===== config.mk =====
export PLATFORM = sky130hd
export DESIGN_NAME = nano_ctrl_mc_flat
export DESIGN_NICKNAME = d
export VERILOG_FILES = /design/src/rtl/nano_ctrl_mc_if.sv /design/src/rtl/nano_ctrl_mc.sv /design/src/flat_wrapper.sv
export SDC_FILE = /design/constraint.sdc
export NUM_CORES = 1
export LEC_CHECK = 0
export ABC_AREA = 1
export BUFFER_PORTS_ARGS = -buffer_cell sky130_fd_sc_hd__buf_2
export CAP_MARGIN = 20
export CORE_MARGIN = 2
export CORE_UTILIZATION = 50
export DETAILED_ROUTE_END_ITERATION = 6
export HOLD_SLACK_MARGIN = 0.03
export PLACE_DENSITY = 0.78
export SLEW_MARGIN = 20
export SYNTH_ARGS = -nofsm -noshare
export SYNTH_HDL_FRONTEND = slang
export SYNTH_SLANG_ARGS = --single-unit
export TNS_END_PERCENT = 100

===== constraint.sdc =====
create_clock -name clk -period 1.9 [get_ports clk]
set_input_delay 0.095 -clock clk [delete_from_list [all_inputs] [get_ports clk]]
set_output_delay 0.095 -clock clk [all_outputs]
set_load 0.01 [all_outputs]

===== src/rtl/nano_ctrl_mc_if.sv =====
// Bus between the Nano multicycle controller and its datapath / IO devices.
// The master modport is the controller side; the slave modport is the datapath side.
interface nano_ctrl_mc_if #(
   parameter int DATA_W = 8
);
   logic [3:0]        op;
   logic [DATA_W-1:0] result_ula;
   logic              ula_borrow;
   logic              in_valid;
   logic              out_ready;
   logic [2:0]        estado;
   logic [2:0]        cmd_ula;
   logic              wr;
   logic [1:0]        sel_dt_wr;
   logic              sel_reg_wr;
   logic              ld_pc;
   logic              sel_jmp;
   logic              sel_desv;
   logic              in_ready;
   logic              out_valid;

   modport master (
      input  op, result_ula, ula_borrow, in_valid, out_ready,
      output estado, cmd_ula, wr, sel_dt_wr, sel_reg_wr, ld_pc,
             sel_jmp, sel_desv, in_ready, out_valid
   );

   modport slave (
      output op, result_ula, ula_borrow, in_valid, out_ready,
      input  estado, cmd_ula, wr, sel_dt_wr, sel_reg_wr, ld_pc,
             sel_jmp, sel_desv, in_ready, out_valid
   );
endinterface


===== src/rtl/nano_ctrl_mc.sv =====
// Multicycle control unit for the Nano processor: FETCH, WAIT, DECODE, EXEC/IO, PCUPD.
// Every output is a register loaded with the value belonging to the state being entered.
module nano_ctrl_mc #(
   parameter int DATA_W    = 8,
   parameter int IMEM_WAIT = 1,
   parameter int SIGNED_BR = 1
) (
   input  logic             clk,
   input  logic             rst,
   nano_ctrl_mc_if.master   bus
);
   typedef enum logic [2:0] {
      S_FETCH  = 3'd0,
      S_WAIT   = 3'd1,
      S_DECODE = 3'd2,
      S_EXEC   = 3'd3,
      S_IO     = 3'd4,
      S_PCUPD  = 3'd5
   } state_e;

   localparam logic [3:0] OP_NOP = 4'd0,  OP_ADD = 4'd1,  OP_AND = 4'd2,  OP_OR  = 4'd3;
   localparam logic [3:0] OP_SUB = 4'd4,  OP_NEG = 4'd5,  OP_NOT = 4'd6,  OP_CPY = 4'd7;
   localparam logic [3:0] OP_LRG = 4'd8,  OP_JMP = 4'd9,  OP_BEQ = 4'd10, OP_BNE = 4'd11;
   localparam logic [3:0] OP_BLT = 4'd12, OP_BGT = 4'd13, OP_IN  = 4'd14, OP_OUT = 4'd15;

   localparam logic [2:0] CMD_TSTR1 = 3'd0, CMD_ADD = 3'd1, CMD_AND = 3'd2, CMD_OR = 3'd3;
   localparam logic [2:0] CMD_SUB   = 3'd4, CMD_NEG = 3'd5, CMD_NOT = 3'd6;

   localparam logic [3:0] WAIT_LOAD = 4'(IMEM_WAIT - 1);

   // EXEC-state control word {cmd_ula, wr, sel_dt_wr, sel_reg_wr} for opcodes entering from DECODE.
   function automatic logic [6:0] exec_ctl(input logic [3:0] o);
      case (o)
         OP_ADD:  exec_ctl = {CMD_ADD,   1'b1, 2'd0, 1'b0};
         OP_AND:  exec_ctl = {CMD_AND,   1'b1, 2'd0, 1'b0};
         OP_OR:   exec_ctl = {CMD_OR,    1'b1, 2'd0, 1'b0};
         OP_SUB:  exec_ctl = {CMD_SUB,   1'b1, 2'd0, 1'b0};
         OP_NEG:  exec_ctl = {CMD_NEG,   1'b1, 2'd0, 1'b0};
         OP_NOT:  exec_ctl = {CMD_NOT,   1'b1, 2'd0, 1'b0};
         OP_CPY:  exec_ctl = {CMD_TSTR1, 1'b1, 2'd0, 1'b0};
         OP_LRG:  exec_ctl = {CMD_TSTR1, 1'b1, 2'd1, 1'b1};
         OP_BEQ, OP_BNE, OP_BLT, OP_BGT:
                  exec_ctl = {CMD_SUB,   1'b0, 2'd0, 1'b0};
         default: exec_ctl = 7'd0;
      endcase
   endfunction

   state_e     state_q;
   logic [3:0] cnt_q;
   logic [3:0] op_q;
   logic [2:0] cmd_q;
   logic       wr_q;
   logic [1:0] dt_q;
   logic       reg_q;
   logic       ld_q;
   logic       jmp_q;
   logic       desv_q;
   logic       ir_q;
   logic       ov_q;

   logic       zero_s;
   logic       lt_s;
   logic       cond_s;

   assign zero_s = (bus.result_ula == {DATA_W{1'b0}});
   assign lt_s   = (SIGNED_BR != 0) ? bus.result_ula[DATA_W-1] : bus.ula_borrow;

   // Branch condition for the opcode held since DECODE, evaluated on the live ULA result.
   always_comb begin
      cond_s = 1'b0;
      case (op_q)
         OP_BEQ:  cond_s = zero_s;
         OP_BNE:  cond_s = !zero_s;
         OP_BLT:  cond_s = lt_s;
         OP_BGT:  cond_s = !lt_s && !zero_s;
         default: cond_s = 1'b0;
      endcase
   end

   // Sequencer: next state plus the registered outputs that belong to it.
   always_ff @(posedge clk or negedge rst) begin
      if (!rst) begin
         state_q <= S_FETCH;
         cnt_q   <= 4'd0;
         op_q    <= 4'd0;
         cmd_q   <= 3'd0;
         wr_q    <= 1'b0;
         dt_q    <= 2'd0;
         reg_q   <= 1'b0;
         ld_q    <= 1'b0;
         jmp_q   <= 1'b0;
         desv_q  <= 1'b0;
         ir_q    <= 1'b0;
         ov_q    <= 1'b0;
      end else begin
         cmd_q  <= 3'd0;
         wr_q   <= 1'b0;
         dt_q   <= 2'd0;
         reg_q  <= 1'b0;
         ld_q   <= 1'b0;
         jmp_q  <= 1'b0;
         desv_q <= 1'b0;
         ir_q   <= 1'b0;
         ov_q   <= 1'b0;
         case (state_q)
            S_FETCH: begin
               cnt_q   <= WAIT_LOAD;
               state_q <= S_WAIT;
            end
            S_WAIT: begin
               if (cnt_q == 4'd0) begin
                  state_q <= S_DECODE;
               end else begin
                  cnt_q   <= cnt_q - 4'd1;
                  state_q <= S_WAIT;
               end
            end
            S_DECODE: begin
               op_q <= bus.op;
               case (bus.op)
                  OP_IN: begin
                     state_q <= S_IO;
                     ir_q    <= 1'b1;
                  end
                  OP_OUT: begin
                     state_q <= S_IO;
                     ov_q    <= 1'b1;
                     cmd_q   <= CMD_TSTR1;
                  end
                  OP_NOP, OP_JMP: begin
                     state_q <= S_PCUPD;
                     ld_q    <= 1'b1;
                     jmp_q   <= (bus.op == OP_JMP);
                  end
                  default: begin
                     state_q <= S_EXEC;
                     {cmd_q, wr_q, dt_q, reg_q} <= exec_ctl(bus.op);
                  end
               endcase
            end
            S_EXEC: begin
               state_q <= S_PCUPD;
               ld_q    <= 1'b1;
               desv_q  <= cond_s;
            end
            S_IO: begin
               if (op_q == OP_IN) begin
                  if (bus.in_valid) begin
                     state_q <= S_EXEC;
                     wr_q    <= 1'b1;
                     dt_q    <= 2'd2;
                  end else begin
                     state_q <= S_IO;
                     ir_q    <= 1'b1;
                  end
               end else begin
                  if (bus.out_ready) begin
                     state_q <= S_PCUPD;
                     ld_q    <= 1'b1;
                  end else begin
                     state_q <= S_IO;
                     ov_q    <= 1'b1;
                  end
               end
            end
            S_PCUPD: begin
               state_q <= S_FETCH;
            end
            default: begin
               state_q <= S_FETCH;
            end
         endcase
      end
   end

   assign bus.estado     = state_q;
   assign bus.cmd_ula    = cmd_q;
   assign bus.wr         = wr_q;
   assign bus.sel_dt_wr  = dt_q;
   assign bus.sel_reg_wr = reg_q;
   assign bus.ld_pc      = ld_q;
   assign bus.sel_jmp    = jmp_q;
   assign bus.sel_desv   = desv_q;
   assign bus.in_ready   = ir_q;
   assign bus.out_valid  = ov_q;
endmodule

===== src/flat_wrapper.sv =====
// flat-port wrapper written by rule: the top's interface ports become plain ports
module nano_ctrl_mc_flat 
#(
   parameter int DATA_W    = 8,
   parameter int IMEM_WAIT = 1,
   parameter int SIGNED_BR = 1
)
  (clk, rst, bus_op, bus_result_ula, bus_ula_borrow, bus_in_valid, bus_out_ready, bus_estado, bus_cmd_ula, bus_wr, bus_sel_dt_wr, bus_sel_reg_wr, bus_ld_pc, bus_sel_jmp, bus_sel_desv, bus_in_ready, bus_out_valid);
  nano_ctrl_mc_if #(.DATA_W(DATA_W)) bus_i ();
  input  logic clk;
  input  logic rst;
  input wire logic [$bits(bus_i.op)-1:0] bus_op;
  input wire logic [$bits(bus_i.result_ula)-1:0] bus_result_ula;
  input wire logic [$bits(bus_i.ula_borrow)-1:0] bus_ula_borrow;
  input wire logic [$bits(bus_i.in_valid)-1:0] bus_in_valid;
  input wire logic [$bits(bus_i.out_ready)-1:0] bus_out_ready;
  output wire logic [$bits(bus_i.estado)-1:0] bus_estado;
  output wire logic [$bits(bus_i.cmd_ula)-1:0] bus_cmd_ula;
  output wire logic [$bits(bus_i.wr)-1:0] bus_wr;
  output wire logic [$bits(bus_i.sel_dt_wr)-1:0] bus_sel_dt_wr;
  output wire logic [$bits(bus_i.sel_reg_wr)-1:0] bus_sel_reg_wr;
  output wire logic [$bits(bus_i.ld_pc)-1:0] bus_ld_pc;
  output wire logic [$bits(bus_i.sel_jmp)-1:0] bus_sel_jmp;
  output wire logic [$bits(bus_i.sel_desv)-1:0] bus_sel_desv;
  output wire logic [$bits(bus_i.in_ready)-1:0] bus_in_ready;
  output wire logic [$bits(bus_i.out_valid)-1:0] bus_out_valid;
  assign bus_i.op = bus_op;
  assign bus_i.result_ula = bus_result_ula;
  assign bus_i.ula_borrow = bus_ula_borrow;
  assign bus_i.in_valid = bus_in_valid;
  assign bus_i.out_ready = bus_out_ready;
  assign bus_estado = bus_i.estado;
  assign bus_cmd_ula = bus_i.cmd_ula;
  assign bus_wr = bus_i.wr;
  assign bus_sel_dt_wr = bus_i.sel_dt_wr;
  assign bus_sel_reg_wr = bus_i.sel_reg_wr;
  assign bus_ld_pc = bus_i.ld_pc;
  assign bus_sel_jmp = bus_i.sel_jmp;
  assign bus_sel_desv = bus_i.sel_desv;
  assign bus_in_ready = bus_i.in_ready;
  assign bus_out_valid = bus_i.out_valid;
  nano_ctrl_mc #(.DATA_W(DATA_W), .IMEM_WAIT(IMEM_WAIT), .SIGNED_BR(SIGNED_BR)) u_core (.clk(clk), .rst(rst), .bus(bus_i));
endmodule

==> reports/summary.txt, run 1 <==
Run status: finished, final reports clean
Number of fillers in the final layout: 166
Post-route insts no fill: 199
First-pass GRT wire length: 4130 microns
Met2 WL post-DR: 1100 microns
Clk_lat worst skew: 310 ps
Mapped Nets: 150
Fin crit share: 90.0%
Top sig layer: met4
Synth Cell Area: 1090 sq um
Setup tns final: 0 ps
Synth Warn #: 0
Die area: 2580 sq um
Antenna fix cells: 0
IO Count: 32
Wire length on met1: 1090 microns
Layout Skew: 8.31 ps
Async set-reset flop share out of synthesis: 100%
Ratio of cells with drive above 1 in the final layout: 25.6%
Grt ovf: 0
Crit path arrival time: 1960 ps
XOR/XNOR share of the synthesized area: 0%
Core ar.: 2020 sq um
Worst-path clk slew: 130 ps
Simple logic cell fraction of the synthesized area: 27.8%
R2R setup slack: 190 ps
Critical Path End: u_core.bus.sel_reg_wr
Worst Tran Pin Value: 487 ps
Antenna Nets Post-Route: 0
Setup Viol. Count Final: 0
Post-route DRC: 0
Overall routing resource usage: 21.0%
Sequential fraction of the synthesis area: 52.6%
Largest net degree at the start of global routing: 24
CTS H-tree depth: 1
Final count of pins violating max slew: 0
Max_slew headroom: 67.6%
Most used DFF post-synth: dfrtp_1
CTS tree: built
R2R Path Start: u_core.bus.estado[0]
WL final: 2340 microns
FMAX: 585 MHz
Die Height: 50.8 microns
Area of the multi-input gates: 435 sq um
Hold WS: 44.1 ps
Root Buffer: clkbuf_4
Critical setup path kind: reg -> reg
Synth Area in Adders: 1.14%
Initial antenna violation count: 0
Max-cap check violation count: 0
Vias after detailed routing: 1031
First-pass DRT Iterations: 4
Commonest non-fill, non-tap cells in the layout: 30 x nand2_1, 30 x buf_2, 23 x dfrtp_1
Crit Reg-Reg Endpoint: u_core.bus.sel_reg_wr
Crit end category: flip-flop
Seq. cell area: 576 sq um
Netlist cell types: 22
Compound-cell area share of the yosys netlist: 10.9%
Critical-path maximum fanout: 7
FF+latch count, synth: 23
EDFF count, synth: 0
DP HPWL: 1760 microns
Clk buf depth: 2
PwrDens: 1170 nW/um^2
Req. time, crit path: 2150 ps
DR iter-0 viols: 17
Cells after synthesis: 132
Synth-to-layout area growth: 24.8%
CTS Buf Count: 3
Pleak: 0.000725 uW
Fin crit period: 1710 ps
Fin. Hold Viols: 0
Routed length on met3: 130 microns
Placement Rows: 16
Mean Syn Cell Area: 8.29 sq um
DR vias/cell: 5.18
Number of global-route vias before repair: 985
Gpl congestion: 0.875
Worst vdd ir: 0.737 mV
RSZ-0062 raised after global routing: no
Die X: 50.8 microns
Initial core utilization: 54.1%
Total power: 1590 uW
DR WL/cell: 11.8 microns
Worst R2R Path Depth: 6
Placed cells: 187
Main combinational cell family by area after synthesis: simple AND/OR/NAND/NOR gates
Crit path launch type: flip-flop
Crit path from: u_core.bus.estado[0]
Mux contribution to synthesized area: 0%
CTS Sinks: 23
Fin nets: 191
Hold Path Class: in -> reg
PortBufs: 30
Final core utilization: 67.6%
report_power, final:
part / internal [uW] / leakage [uW] / switching [uW] / total, uW
Combinational: 248 / 0.000403 / 417 / 666
Sequential: 616 / 0.000305 / 89.5 / 706
Clock: 78.5 / 0.0000177 / 144 / 222
worst min-delay path by stage:
stage,start,endpoint,slack (ps),cells after the start
floorplan,rst,u_core.bus.cmd_ula[0],-200,0
global placement,rst,u_core.bus.sel_desv,80,1
detailed placement,rst,u_core.bus.out_valid,90,1
CTS,bus_op[0],u_core.bus.sel_dt_wr[0],40,2
global route,bus_op[0],u_core.bus.cmd_ula[2],50,2
finish,bus_op[0],u_core.bus.sel_dt_wr[0],40,2
cells by family (layout without fill, tap and decap cells):
family / Yosys count / in the layout
compound gates: 22 / 22
fa+ha+maj: 1 / 1
buf+inv: 20 / 60
flops: 23 / 23
simple gates: 66 / 66
state kept, by name, summed over array words and instances (netlist names):
name,flops
u_core.bus.cmd_ula,3
u_core.bus.estado,3
u_core.bus.in_ready,1
u_core.bus.ld_pc,1
u_core.bus.out_valid,1
u_core.bus.sel_desv,1
u_core.bus.sel_dt_wr,2
u_core.bus.sel_jmp,1
u_core.bus.sel_reg_wr,1
u_core.bus.wr,1
u_core.cnt_q,4
u_core.op_q,4
metal layers:
metal  GRT usage, %  vias to the layer above
met5              0                        -
met4           6.76                        0
met3           2.98                        2
met2           35.3                       34
met1           28.0                      479
li1               -                      516
worst max-delay path: stages (launching register included):
cell,delay [ps]
dfrtp_1,440
inv_1,120
nand3_2,140
clkinvlp_4,160
nand2_2,80
nor4_1,140
dlygate4sd3_1,570
per-stage QoR:
step,instance area (sq um),setup slack [ps]
3_5_place_dp,1260,364
5_1_grt,1370,27.9
4_1_cts,1340,60.7
2_1_floorplan,1090,556
3_3_place_gp,1260,443
6_report,1370,191
synthesized netlist by cell type (2+ instances only):
cell / instances / area [sq um]
o21ai_0: 10 / 50.1
or2_2: 2 / 12.5
nand4_1: 5 / 31.3
a211oi_1: 2 / 15.0
dfrtp_1: 23 / 576
inv_1: 18 / 67.6
nor2_1: 10 / 37.5
nand3_1: 10 / 50.1
a21oi_1: 6 / 30.0
nand2_1: 30 / 113
nor3_1: 3 / 15.0
o21ai_1: 2 / 10.0
nor4_1: 2 / 12.5
layout make-up:
| type | instances | share of cell area, % |
|---|---|---|
| flip-flops and latches | 23 | 42.1 |
| multi-input cells | 89 | 31.9 |
| repair buffers | 38 | 16.3 |
| inverters | 18 | 5.22 |
| well taps | 27 | 2.47 |
| clock buffers | 3 | 1.65 |
| clock inverters | 1 | 0.366 |
repair_timing:
item / in CTS / in global routing
gates resized for setup: 0 / 1
endpoints found under the setup margin: 0 / 1
buffers inserted: 0 / 3
hold buffers: 5 / 0
hold endpoints to repair: 26 / 0
Note: power is estimated with default switching activity, not from simulation.
==> run 2, diff against run 1 <==
- CORE_MARGIN: 2 -> not set
==> run 2 against run 1 <==
First-iteration DRC count is 120% higher. Largest cell class unchanged. Non-clock buffer count is 1 higher. Worst setup slack worse by 12 ps. Highest routed layer unchanged.
==> reports/summary.txt, run 2 (synthesized netlist as in run 1, its figures left out) <==
Run status: finished, final reports clean (unchanged)
Hold_sp: bus_op[3] (was bus_op[0])
Critical Path, Cell by Cell: inv_1, nand3_2, clkinvlp_4, nand2_2, nor4_1, dlygate4sd3_1 (unchanged)
DR iter-0 viols: 37 (was 17)
PwrDens: 1140 nW/um^2 (was 1170 nW/um^2)
Max_slew headroom: 68.0% (was 67.6%)
Max-cap check violation count: 0 (unchanged)
First-pass GRT wire length: 3800 microns (was 4130 microns)
Fin. Hold Viols: 0 (unchanged)
Worst Tran Pin Value: 481 ps (was 487 ps)
Largest net degree at the start of global routing: 24 (unchanged)
DP HPWL: 1700 microns (was 1760 microns)
Crit path buffers/inverters: 3 (unchanged)
Design area: 1380 sq um (was 1370 sq um)
Die Height: 48.8 microns (was 50.8 microns)
CTS tree: built (unchanged)
Ratio of cells with drive above 1 in the final layout: 24.9% (was 25.6%)
Fin crit share: 90.6% (was 90.0%)
Crit path from: u_core.bus.estado[2] (was u_core.bus.estado[0])
Hold Path Depth: 2 (unchanged)
CTS Buf Count: 3 (unchanged)
Commonest non-fill, non-tap cells in the layout: 30 x nand2_1, 30 x buf_2, 23 x dfrtp_1 (unchanged)
Placement-stage cell area: 1260 sq um (unchanged)
WL final: 2290 microns (was 2340 microns)
Grt ovf: 0 (unchanged)
Req. time, crit path: 2160 ps (was 2150 ps)
Total power: 1580 uW (was 1590 uW)
DR WL/cell: 11.4 microns (was 11.8 microns)
Worst vdd ir: 0.617 mV (was 0.737 mV)
Critical-path maximum fanout: 4 (was 7)
Overall routing resource usage: 21.0% (about the same)
Root Buffer: clkbuf_4 (unchanged)
First-pass DRT Iterations: 4 (unchanged)
Hold path endpoint: u_core.bus.cmd_ula[1] (was u_core.bus.sel_dt_wr[0])
Initial core utilization: 54.7% (was 54.1%)
Crit Reg-Reg Endpoint: u_core.bus.sel_reg_wr (unchanged)
R2R Path Start: u_core.bus.estado[2] (was u_core.bus.estado[0])
Post-route DRC: 0 (unchanged)
Worst R2R Path Depth: 6 (unchanged)
Core ar.: 2000 sq um (was 2020 sq um)
Clk_lat worst skew: 310 ps (about the same)
Gpl congestion: 0.810 (was 0.875)
Antenna fix cells: 0 (unchanged)
Crit path arrival time: 1980 ps (was 1960 ps)
Layout Skew: 5.14 ps (was 8.31 ps)
Placement Rows: 16 (unchanged)
CP max-delay cell: dlygate4sd3_1 (unchanged)
DR vias/cell: 5.24 (was 5.18)
Number of fillers in the final layout: 171 (was 166)
CTS H-tree depth: 1 (unchanged)
Worst-path clk slew: 120 ps (was 130 ps)
CTS Sinks: 23 (unchanged)
Clk buf depth: 2 (unchanged)
Final count of pins violating max slew: 0 (unchanged)
Critical path depth: 6 (unchanged)
CP peak stage delay: 580 ps (was 570 ps)
FMAX: 581 MHz (was 585 MHz)
Crit path launch type: flip-flop (unchanged)
Hold Path Class: in -> reg (unchanged)
Die area: 2380 sq um (was 2580 sq um)
Antenna Nets Post-Route: 0 (unchanged)
Setup Viol. Count Final: 0 (unchanged)
Die X: 48.8 microns (was 50.8 microns)
Critical setup path kind: reg -> reg (unchanged)
RSZ-0062 raised after global routing: no (unchanged)
Fin crit period: 1720 ps (was 1710 ps)
Setup tns final: 0 ps (unchanged)
PortBufs: 30 (unchanged)
Top cell family by delay on the critical path: buffers and inverters (unchanged)
Number of global-route vias before repair: 941 (was 985)
IO Count: 32 (unchanged)
R2R setup slack: 180 ps (was 190 ps)
Initial antenna violation count: 0 (unchanged)
Synth-to-layout area growth: 25.9% (was 24.8%)
Top flop regs: u_core.cnt_q: 4 flops, u_core.op_q: 4 flops (unchanged)
Fin nets: 192 (was 191)
Final core utilization: 68.9% (was 67.6%)
Crit end category: flip-flop (unchanged)
Pleak: 0.000731 uW (was 0.000725 uW)
Vias after detailed routing: 1048 (was 1031)
==> run 2: cell count changes in the layout (fill, tap and decap cells not counted) <==
cell	change
buf_4	-1
dlygate4sd3_1	+2
==> run 2: final cells by class <==
cell class / count / area (sq um) / area share, %
Inverter: 18 / 71.3 / 5.17
Tap cell: 27 / 33.8 / 2.45
Clock inverter: 1 / 5.00 / 0.363
Timing Repair Buffer: 39 / 235 / 17.1
Multi-Input combinational cell: 89 / 435 / 31.6
Sequential cell: 23 / 576 / 41.7
Clock buffer: 3 / 22.5 / 1.63
==> run 2: worst max path at each step <==
stage | to | slack, ps
2_1_floorplan | u_core.bus.estado[0] | 560
3_3_place_gp | u_core.bus.estado[0] | 430
3_5_place_dp | u_core.bus.estado[0] | 370
4_1_cts | u_core.bus.sel_dt_wr[0] | 60
5_1_grt | u_core.bus.sel_reg_wr | 60
6_report | u_core.bus.sel_reg_wr | 180
==> run 2: report_power, final <==
| group | switching [uW] | internal, uW |
|---|---|---|
| clock | 144 | 78.7 |
| combinational | 400 | 238 |
| sequential | 98.7 | 616 |
==> run 2: per-layer routing <==
| layer | wire [microns] | GRT usage [%] |
|---|---|---|
| met1 | 966 | 25.6 |
| met2 | 1160 | 36.1 |
| met3 | 134 | 3.74 |
| met4 | 29 | 9.31 |
| met5 | 0 | 0 |
==> run 2: timing repair <==
action	CTS	global route
gates resized for setup	0	1
endpoints found under the setup margin	0	2
hold endpoints to repair	26	1
hold buffers	6	1
buffers inserted	0	2
==> run 2: per-stage QoR <==
stage	instances	hold slack, ps	setup slack (ps)
floorplan	132	-201	556
global placement	187	76.7	431
detailed placement	187	83.4	369
CTS	197	40.7	58.5
global route	200	48.4	59.6
finish	200	54.9	179
==> run 3, diff against run 2 <==
- ABC_AREA: 1 -> not set
- CORE_UTILIZATION: 50 -> 51
==> run 3 against run 2 <==
Worst setup slack better by 140 ps. Synthesized area increased by 6.9%. Clock skew is 2.4 ps lower. Synthesized cell count fell by 8.3%. Fmax grew 9.1%. Largest cell class unchanged. Utilization shrank 2.4 points.
==> reports/summary.txt, run 3 <==
Commonest non-fill, non-tap cells in the layout: 30 x buf_2, 23 x dfrtp_1, 21 x nand2_1 (was 30 x nand2_1, 30 x buf_2, 23 x dfrtp_1)
Fin. Hold Viols: 0 (unchanged)
Top flop regs: u_core.cnt_q: 4 flops, u_core.op_q: 4 flops (unchanged)
Grt ovf: 0 (unchanged)
PortBufs: 30 (unchanged)
Pleak: 0.000687 uW (was 0.000731 uW)
Req. time, crit path: 2120 ps (was 2160 ps)
First-pass DRT Iterations: 4 (unchanged)
Top cell family by delay on the critical path: simple AND/OR/NAND/NOR gates (was buffers and inverters)
Root Buffer: clkbuf_4 (unchanged)
Max-cap check violation count: 0 (unchanged)
Hold Path Depth: 2 (unchanged)
RSZ-0062 raised after global routing: no (unchanged)
CTS Sinks: 23 (unchanged)
Ratio of cells with drive above 1 in the final layout: 27.2% (was 24.9%)
Most common cell after layout, fill and taps aside: buf_2
Crit Reg-Reg Endpoint: u_core.bus.estado[0] (was u_core.bus.sel_reg_wr)
PwrDens: 1040 nW/um^2 (was 1140 nW/um^2)
Fin crit period: 1580 ps (was 1720 ps)
Crit path launch type: flip-flop (unchanged)
Final core utilization: 66.4% (was 68.9%)
Antenna Nets Post-Route: 0 (unchanged)
Worst vdd ir: 0.625 mV (was 0.617 mV)
Top cell type's share of synthesized area: 49.2% (was 52.6%)
Synth Cell Area: 1170 sq um (was 1090 sq um)
CTS Buf Count: 3 (unchanged)
Vias after detailed routing: 968 (was 1048)
Top post-synthesis cells by count: 23 x dfrtp_1, 21 x nand2_1, 9 x o21ai_0 (was 30 x nand2_1, 23 x dfrtp_1, 18 x inv_1)
Mean Syn Cell Area: 9.67 sq um (was 8.29 sq um)
Setup tns final: 0 ps (unchanged)
Initial antenna violation count: 0 (unchanged)
FMAX: 634 MHz (was 581 MHz)
Number of global-route vias before repair: 954 (was 941)
Critical-path maximum fanout: 4 (unchanged)
Critical setup path kind: reg -> reg (unchanged)
Run status: finished, final reports clean (unchanged)
Placement-stage cell area: 1310 sq um (was 1260 sq um)
Fin crit share: 83.0% (was 90.6%)
Sequential fraction of the synthesis area: 49.2% (was 52.6%)
Crit path buffers/inverters: 1 (was 3)
Synth-to-layout area growth: 17.1% (was 25.9%)
Design area: 1370 sq um (was 1380 sq um)
CTS tree: built (unchanged)
Hold path endpoint: u_core.bus.cmd_ula[0] (was u_core.bus.cmd_ula[1])
FF+latch count, synth: 23 (unchanged)
DR iter-0 viols: 22 (was 37)
Die area: 2490 sq um (was 2380 sq um)
DR vias/cell: 5.44 (was 5.24)
Clk_lat worst skew: 310 ps (about the same)
CP peak stage delay: 430 ps (was 580 ps)
Final count of pins violating max slew: 0 (unchanged)
Hold Path Class: in -> reg (unchanged)
Gpl congestion: 0.839 (was 0.810)
Count leader, synth: dfrtp_1 (was nand2_1)
Crit end category: flip-flop (unchanged)
Initial core utilization: 56.7% (was 54.7%)
Hold_sp: bus_op[1] (was bus_op[3])
WL final: 2260 microns (was 2290 microns)
Max_slew headroom: 66.9% (was 68.0%)
CP max-delay cell: or3b_4 (was dlygate4sd3_1)
Mapped Nets: 139 (was 150)
Async set-reset flop share out of synthesis: 100% (unchanged)
Fin nets: 170 (was 192)
Hold WS: 62.3 ps (was 54.9 ps)
CTS H-tree depth: 1 (unchanged)
Post-route DRC: 0 (unchanged)
IO Count: 32 (unchanged)
Synth Warn #: 0 (unchanged)
EDFF count, synth: 0 (unchanged)
Crit path arrival time: 1800 ps (was 1980 ps)
R2R Path Start: u_core.cnt_q[0] (was u_core.bus.estado[2])
Setup bufs post-CTS: 0 (unchanged)
Worst Tran Pin Value: 496 ps (was 481 ps)
Critical Path, Cell by Cell: inv_1, ha_1, or3b_4, nor2_2, o21ai_0, and3_1 (was inv_1, nand3_2, clkinvlp_4, nand2_2, nor4_1, dlygate4sd3_1)
Cells after synthesis: 121 (was 132)
Worst-path clk slew: 130 ps (was 120 ps)
Placement Rows: 16 (unchanged)
R2R setup slack: 320 ps (was 180 ps)
DR WL/cell: 12.7 microns (was 11.4 microns)
Total power: 1420 uW (was 1580 uW)
Most used DFF post-synth: dfrtp_1 (unchanged)
Worst R2R Path Depth: 6 (unchanged)
Biggest area consumer among synthesized cells: dfrtp_1 (unchanged)
Clk buf depth: 2 (unchanged)
Largest net degree at the start of global routing: 24 (unchanged)
Layout Skew: 2.70 ps (was 5.14 ps)
DP HPWL: 1650 microns (was 1700 microns)
Synth top area cells: dfrtp_1 49%, nand2_1 6.7%, o21ai_0 3.9% (was dfrtp_1 53%, nand2_1 10%, inv_1 6.2%)
Core ar.: 2060 sq um (was 2000 sq um)
Die Height: 49.9 microns (was 48.8 microns)
Netlist cell types: 38 (was 22)
Overall routing resource usage: 20.8% (was 21.0%)
First-pass GRT wire length: 3930 microns (was 3800 microns)
Antenna fix cells: 0 (unchanged)
Setup Viol. Count Final: 0 (unchanged)
Die X: 49.9 microns (was 48.8 microns)
[run 3: what timing repair did]
| item | CTS | global route |
|---|---|---|
| gates resized for setup | 0 | 0 |
| hold endpoints to repair | 25 | 0 |
| hold buffers | 3 | 0 |
[run 3: cell type report]
type                       instances  area (sq um)
fill                             165           692
sequential                        23           576
multi-input combinational         85           531
timing repair buffer              33           180
tap                               27          33.8
clock buffer                       3          22.5
inverter                           6          22.5
clock inverter                     1          5.00
[run 3: worst max-delay path by stage]
stage,cells after the start,from,slack [ps],endpoint
3_3_place_gp,6,u_core.cnt_q[0],380,u_core.bus.estado[0]
5_1_grt,6,u_core.cnt_q[0],200,u_core.bus.estado[0]
6_report,6,u_core.cnt_q[0],320,u_core.bus.estado[0]
4_1_cts,6,u_core.cnt_q[0],310,u_core.bus.estado[0]
2_1_floorplan,6,u_core.cnt_q[0],430,u_core.cnt_q[1]
3_5_place_dp,6,u_core.cnt_q[0],330,u_core.bus.estado[0]
[run 3: per-layer routing]
layer / vias to the layer above / GRT usage, % / share of wire (%)
met5: - / 0 / 0
met4: 0 / 8.57 / 1.6
met3: 5 / 2.16 / 3.7
met2: 27 / 35.8 / 48
met1: 454 / 26.4 / 47
li1: 482 / - / -
[run 3: report_power, final]
| group | total [uW] | switching, uW | internal [uW] |
|---|---|---|---|
| sequential | 712 | 122 | 590 |
| clock | 227 | 149 | 78.8 |
| combinational | 484 | 267 | 217 |
[run 3: kinds of logic after synthesis]
logic type | after synthesis | synth area share [%]
adders and majority gates | 1 | 1.07
buffers and inverters | 13 | 5.45
and+or+nand+nor | 57 | 26.5
DFF | 23 | 49.2
AOI/OAI and AO/OA | 24 | 15.4
xor gates and xnor gates | 2 | 1.50
muxes | 1 | 0.856
[run 3: through the flow]
step	worst slack (ps)	cells
CTS	313	178
detailed placement	334	171
floorplan	434	121
global route	204	178
finish	322	178
global placement	376	171
